`config.mk`:
```
export PLATFORM = sky130hd
export DESIGN_NAME = round_robin_scheduler_flat
export DESIGN_NICKNAME = d
export VERILOG_FILES = /design/src/rtl/rr_sched_pkg.sv /design/src/rtl/round_robin_scheduler_if.sv /design/src/rtl/round_robin_scheduler_thermo_mask.sv /design/src/rtl/round_robin_scheduler.sv /design/src/flat_wrapper.sv
export SDC_FILE = /design/constraint.sdc
export NUM_CORES = 1
export LEC_CHECK = 0
export BUFFER_PORTS_ARGS = -buffer_cell sky130_fd_sc_hd__buf_2
export CORE_MARGIN = 2
export CORE_UTILIZATION = 55
export DETAILED_ROUTE_END_ITERATION = 10
export PLACE_DENSITY = 0.83
export SYNTH_ARGS = -nofsm -noshare
export SYNTH_HDL_FRONTEND = slang
export SYNTH_SLANG_ARGS = --single-unit
export TNS_END_PERCENT = 100
```
`constraint.sdc`:
```
create_clock -name clk -period 4.5 [get_ports clk]
set_input_delay 0.45 -clock clk [delete_from_list [all_inputs] [get_ports clk]]
set_output_delay 0.45 -clock clk [all_outputs]
set_load 0.02 [all_outputs]
```
`src/rtl/rr_sched_pkg.sv`:
```
// Shared types, defaults and bit helpers for round_robin_scheduler.
// Optional grant timeout is enabled by defining RR_SCHED_TIMEOUT_EN.
package rr_sched_pkg;

  typedef enum logic {
    IDLE = 1'b0,
    BUSY = 1'b1
  } state_e;

  localparam int N_REQ_DEF   = 8;
  localparam int TIMEOUT_DEF = 255;

  function automatic logic [31:0] lowest_set_bit(
    input logic [31:0] v
  );
    return v & (~v + 32'd1);
  endfunction

  function automatic logic [4:0] onehot_to_idx(
    input logic [31:0] oh
  );
    logic [4:0] idx;
    idx = '0;
    for (int i = 0; i < 32; i++) begin
      if (oh[i]) idx = idx | 5'(i);
    end
    return idx;
  endfunction

endpackage

```
`src/rtl/round_robin_scheduler_if.sv`:
```
// Request/grant bundle between channel front-ends and the scheduler.
// timeout_pulse exists only when RR_SCHED_TIMEOUT_EN is defined.
interface round_robin_scheduler_if
  import rr_sched_pkg::*;
#(
  parameter int N_REQ = N_REQ_DEF
) ();

  localparam int IDX_W = $clog2(N_REQ);

  logic [N_REQ-1:0] req;
  logic [N_REQ-1:0] done;
  logic [N_REQ-1:0] grant;
  logic             grant_valid;
  logic [IDX_W-1:0] grant_idx;

`ifdef RR_SCHED_TIMEOUT_EN
  logic             timeout_pulse;

  modport master (
    output req, done,
    input  grant, grant_valid, grant_idx,
    input  timeout_pulse
  );

  modport slave (
    input  req, done,
    output grant, grant_valid, grant_idx,
    output timeout_pulse
  );
`else
  modport master (
    output req, done,
    input  grant, grant_valid, grant_idx
  );

  modport slave (
    input  req, done,
    output grant, grant_valid, grant_idx
  );
`endif

endinterface

```
`src/rtl/round_robin_scheduler_thermo_mask.sv`:
```
// Prefix-OR of a one-hot vector: bit i set when the hot bit is at i or above.
// Independent of RR_SCHED_TIMEOUT_EN.
module thermo_mask #(
  parameter int N = 8
) (
  input  logic [N-1:0] oh_i,
  output logic [N-1:0] mask_o
);

  for (genvar i = 0; i < N; i++) begin : g_bit
    assign mask_o[i] = |oh_i[N-1:i];
  end

endmodule

```
`src/rtl/round_robin_scheduler.sv`:
```
// Round-robin owner scheduler for one shared datapath, registered one-hot grant.
// Define RR_SCHED_TIMEOUT_EN to force-release grants held TIMEOUT_CYCLES.
module round_robin_scheduler
  import rr_sched_pkg::*;
#(
  parameter int N_REQ          = N_REQ_DEF,
  parameter int TIMEOUT_CYCLES = TIMEOUT_DEF
) (
  input  logic                    clk,
  input  logic                    rst,
  round_robin_scheduler_if.slave  bus
);

  localparam int IDX_W = $clog2(N_REQ);

  if (N_REQ < 2 || N_REQ > 32 || TIMEOUT_CYCLES < 1) begin : g_bad_cfg
    $error("round_robin_scheduler: bad N_REQ/TIMEOUT_CYCLES");
  end

  localparam logic [N_REQ-1:0] LAST_RST =
    {1'b1, {(N_REQ-1){1'b0}}};

  state_e           state_q, state_d;
  logic [N_REQ-1:0] grant_q, grant_d;
  logic [N_REQ-1:0] last_q, last_d;
  logic [IDX_W-1:0] idx_q, idx_d;

  logic [N_REQ-1:0] mask;
  logic [N_REQ-1:0] masked;
  logic [N_REQ-1:0] pick_src;
  logic [31:0]      win32;
  logic [N_REQ-1:0] win_oh;
  logic [IDX_W-1:0] win_idx;
  logic             owner_done;

  thermo_mask #(
    .N (N_REQ)
  ) u_mask (
    .oh_i   (last_q),
    .mask_o (mask)
  );

  // Wrap to the full request vector when nobody sits above the last owner.
  assign masked   = bus.req & ~mask;
  assign pick_src = (|masked) ? masked : bus.req;
  assign win32    = lowest_set_bit(32'(pick_src));
  assign win_oh   = win32[N_REQ-1:0];
  assign win_idx  = IDX_W'(onehot_to_idx(win32));

  assign owner_done = |(bus.done & grant_q);

`ifdef RR_SCHED_TIMEOUT_EN
  localparam int CNT_W = $clog2(TIMEOUT_CYCLES + 1);

  logic [CNT_W-1:0] cnt_q, cnt_d;
  logic             to_q, to_d;
  logic             hit;

  assign hit = (cnt_q == CNT_W'(TIMEOUT_CYCLES - 1));
`endif

  always_comb begin
    state_d = state_q;
    grant_d = grant_q;
    last_d  = last_q;
    idx_d   = idx_q;
`ifdef RR_SCHED_TIMEOUT_EN
    cnt_d   = cnt_q;
    to_d    = 1'b0;
`endif
    unique case (state_q)
      IDLE: begin
        if (|bus.req) begin
          grant_d = win_oh;
          last_d  = win_oh;
          idx_d   = win_idx;
          state_d = BUSY;
`ifdef RR_SCHED_TIMEOUT_EN
          cnt_d   = '0;
`endif
        end
      end
      BUSY: begin
`ifdef RR_SCHED_TIMEOUT_EN
        cnt_d = cnt_q + 1'b1;
        if (owner_done || hit) begin
          grant_d = '0;
          idx_d   = '0;
          state_d = IDLE;
          to_d    = hit && !owner_done;
        end
`else
        if (owner_done) begin
          grant_d = '0;
          idx_d   = '0;
          state_d = IDLE;
        end
`endif
      end
      default: state_d = IDLE;
    endcase
  end

  always_ff @(posedge clk or posedge rst) begin
    if (rst) begin
      state_q <= IDLE;
      grant_q <= '0;
      last_q  <= LAST_RST;
      idx_q   <= '0;
    end else begin
      state_q <= state_d;
      grant_q <= grant_d;
      last_q  <= last_d;
      idx_q   <= idx_d;
    end
  end

`ifdef RR_SCHED_TIMEOUT_EN
  always_ff @(posedge clk or posedge rst) begin
    if (rst) begin
      cnt_q <= '0;
      to_q  <= 1'b0;
    end else begin
      cnt_q <= cnt_d;
      to_q  <= to_d;
    end
  end

  assign bus.timeout_pulse = to_q;
`endif

  assign bus.grant       = grant_q;
  assign bus.grant_valid = (state_q == BUSY);
  assign bus.grant_idx   = idx_q;

endmodule

```
`src/flat_wrapper.sv`:
```
// flat-port wrapper written by rule: the top's interface ports become plain ports
module round_robin_scheduler_flat import rr_sched_pkg::*;
#(
  parameter int N_REQ          = N_REQ_DEF,
  parameter int TIMEOUT_CYCLES = TIMEOUT_DEF
)
  (clk, rst, bus_req, bus_done, bus_grant, bus_grant_valid, bus_grant_idx);
  round_robin_scheduler_if #(.N_REQ(N_REQ)) bus_i ();
  input  logic clk;
  input  logic rst;
  input wire logic [$bits(bus_i.req)-1:0] bus_req;
  input wire logic [$bits(bus_i.done)-1:0] bus_done;
  output wire logic [$bits(bus_i.grant)-1:0] bus_grant;
  output wire logic [$bits(bus_i.grant_valid)-1:0] bus_grant_valid;
  output wire logic [$bits(bus_i.grant_idx)-1:0] bus_grant_idx;
  assign bus_i.req = bus_req;
  assign bus_i.done = bus_done;
  assign bus_grant = bus_i.grant;
  assign bus_grant_valid = bus_i.grant_valid;
  assign bus_grant_idx = bus_i.grant_idx;
  round_robin_scheduler #(.N_REQ(N_REQ), .TIMEOUT_CYCLES(TIMEOUT_CYCLES)) u_core (.clk(clk), .rst(rst), .bus(bus_i));
endmodule
```
==> summary.txt <==
Status
  – Status: completed

Yosys
  – Seq/Total Area, Yosys: 44.4%
  – Largest area contributor in the netlist: dfrtp_1
  – Syn nets: 141
  – Ys Warns: 0
  – Post-synth EDFFs: 0
  – Cells after synthesis: 123
  – Commonest cells post-synth: nand2_1 (22), dfrtp_1 (19), o21ai_1 (8)
  – Synth Area per Inst: 9.19 um2
  – Ys flop type: dfrtp_1
  – Synth top area cells: dfrtp_1 (42%), nand2_1 (7.3%), o31ai_2 (4.4%), o21ai_1 (3.5%), a21o_1 (3.3%)
  – Most common cell in the netlist: nand2_1
  – Area share of the leading cell type in the synthesized netlist: 42.1%
  – Cell area after synthesis: 1130 um2
  – Async SR Flop Fraction: 100%
  – Yosys cell types: 36
  – Number of synthesized register bits: 20

Cells and area
  – Ant diodes: 0
  – Fillers: 160
  – Core Util, Final: 67.8%
  – Area delta synth->final: 16.5%
  – Share of cells above drive strength 1: 27.5%
  – Nets@finish: 172
  – Seq. cell area: 502 um2
  – Multi-input logic area: 583 um2

Clock network
  – Post-cts sizing count: 0
  – Hold-fix buffers, CTS: 0
  – CTS Buf Count: 3
  – Clock sink count: 20
  – Worst-path clk slew: 0.11 ns
  – Root Driver: clkbuf_4
  – CTS tree: built
  – Worst skew pair latency: 0.30 ns
  – H-Tree Level Count: 1
  – Number of setup buffers added after CTS: 0
  – CTS Buffer Depth: 2

Setup path
  – CP endpoint kind: register
  – Data arrival, critical path: 2.60 ns
  – CP Data Required Time: 4.66 ns
  – Crit-path max FO: 14
  – Setup CP Type: reg2reg
  – CP Launch Type: register

Routing
  – Post-DRT Antenna Nets: 0
  – Vias: 1064
  – Routed WL: 2730 um
  – Via density: 5.91
  – Drc violations: 0
  – DRT Pass-1 Iters: 4
  – Routed len/inst: 15.1 um
  – Iteration-0 DRC count of the detailed router: 25

STA
  – Setup Viol. Count Final: 0
  – Slew Limit Fails: 0
  – RSZ-0062 raised after global routing: false
  – Post-layout min period: 2.44 ns
  – Worst-Margin Slew: 1.16 ns
  – Final Hold Violating Endpoints: 0
  – Final period util: 54.2%
  – Fin Clk Skew: 0.0106 ns
  – Max Clk Rate: 410 MHz
  – Fin Setup TNS: 0 ns
  – Worst slew margin: 22.0%

Global route
  – Largest net degree at the start of global routing: 21
  – Initial antenna violation count: 0
  – Grt ovf: 0
  – First-pass GRT wire length: 4540 um
  – Vias in the first global route: 1025
  – GRT Total Usage: 24.5%

Place
  – Routability cong.: 0.872
  – HPWL Detailed: 2110 um
  – Port-buffer cells: 29

Floorplanning
  – DIE HEIGHT: 49.3 um
  – FP Rows: 16
  – Die area: 2430 um2
  – Num ports: 30
  – Initial Utilization: 58.2%
  – DIE WIDTH: 49.3 um
  – Total core area: 1940 um2

Power and ir drop
  – PD cells: 706 nW/um2
  – Static Leak: 0.000671 uW
  – Peak supply drop: 0.406 mV
  – Pwr Total: 930 uW

Flow run
  – Max cap viols: 0

Worst hold path
  – Worst min path class: in2async
[layer usage]
layer / wire length [um] / vias up / track usage [%] / part of all wire, %
li1: - / 507 / - / -
met1: 1120 / 507 / 28.9 / 41
met2: 1390 / 41 / 43.0 / 51
met3: 157 / 9 / 6.13 / 5.8
met4: 58 / 0 / 8.10 / 2.1
met5: 0 / - / 0 / 0
[flip-flops by register name (all words and copies together), names as in the netlist]
name                    cells
u_core.last_q               8
u_core.bus.grant_valid      1
u_core.bus.grant_idx        3
u_core.bus.grant            8
[worst max-delay path, cell delays in order, from the launching register on]
cell	delay, ns
dfrtp_1	0.45
or4_1	0.51
or3_4	0.37
nor2_1	0.18
a21oi_2	0.09
o21bai_2	0.52
o31ai_1	0.18
[cell families (layout without fill, tap and decap cells)]
| logic type | after synthesis | after routing | synth area share, % |
|---|---|---|---|
| AO/OA/AOI/OAI | 43 | 43 | 28.7 |
| buffers and inverters | 10 | 40 | 3.99 |
| flip-flops | 20 | 20 | 44.4 |
| AND/OR/NAND/NOR | 50 | 50 | 22.9 |
[power breakdown]
part           total (uW)  internal (uW)  switching, uW
clock                87.0           34.6           52.4
sequential            301            241           60.1
combinational         541            208            334
total                 930            483            446
[through the flow]
step / hold slack (ns) / setup slack (ns) / instances / cell area (um2)
global placement: 0.467 / 2.19 / 176 / 1290
CTS: 0.269 / 2.08 / 180 / 1320
global route: 0.323 / 1.92 / 180 / 1320
detailed placement: 0.490 / 2.09 / 176 / 1290
finish: 0.250 / 2.06 / 180 / 1320
floorplan: 0.413 / 2.32 / 123 / 1130
[placed cells by master (no fill, tap or decap), drive strengths merged, types with 2 or more instances in the layout]
cell type / instances
buf: 29
nand2: 22
dfrtp: 19
o21ai: 14
o31ai: 8
nor2: 7
inv: 7
nand2b: 6
a21o: 5
a21oi: 4
clkbuf: 4
nor2b: 3
nor3: 3
nor4: 2
a221o: 2
o21a: 2
[area by class of cell]
| type | instances | area share [%] |
|---|---|---|
| Multi-Input combinational cell | 93 | 44.3 |
| Tap cell | 27 | 2.57 |
| Timing Repair Buffer | 29 | 11.0 |
| Sequential cell | 20 | 38.1 |
| Clock buffer | 4 | 2.00 |
| Inverter | 7 | 2.00 |
[worst paths after layout]
| check | start | end | slack (ns) | cells after the start |
|---|---|---|---|---|
| worst max-delay path | u_core.last_q[5]$_DFFE_PP0P_ | u_core.last_q[4]$_DFFE_PP0P_ | 2.06 | 6 |
| worst min-delay path | rst | u_core.last_q[2]$_DFFE_PP0P_ | 0.25 | 2 |
| worst max register to register | u_core.last_q[5]$_DFFE_PP0P_ | u_core.last_q[4]$_DFFE_PP0P_ | 2.06 | 6 |
| worst min register to register | u_core.bus.grant_idx[2]$_DFFE_PP0P_ | u_core.bus.grant_idx[2]$_DFFE_PP0P_ | 0.51 | 2 |
| max in group asynchronous | rst | u_core.bus.grant[6]$_DFFE_PP0P_ | 3.78 | 2 |
| min in group clk | bus_done[0] | u_core.bus.grant_valid$_DFF_PP0_ | 0.44 | 4 |
(Power assumes the default switching activity.)
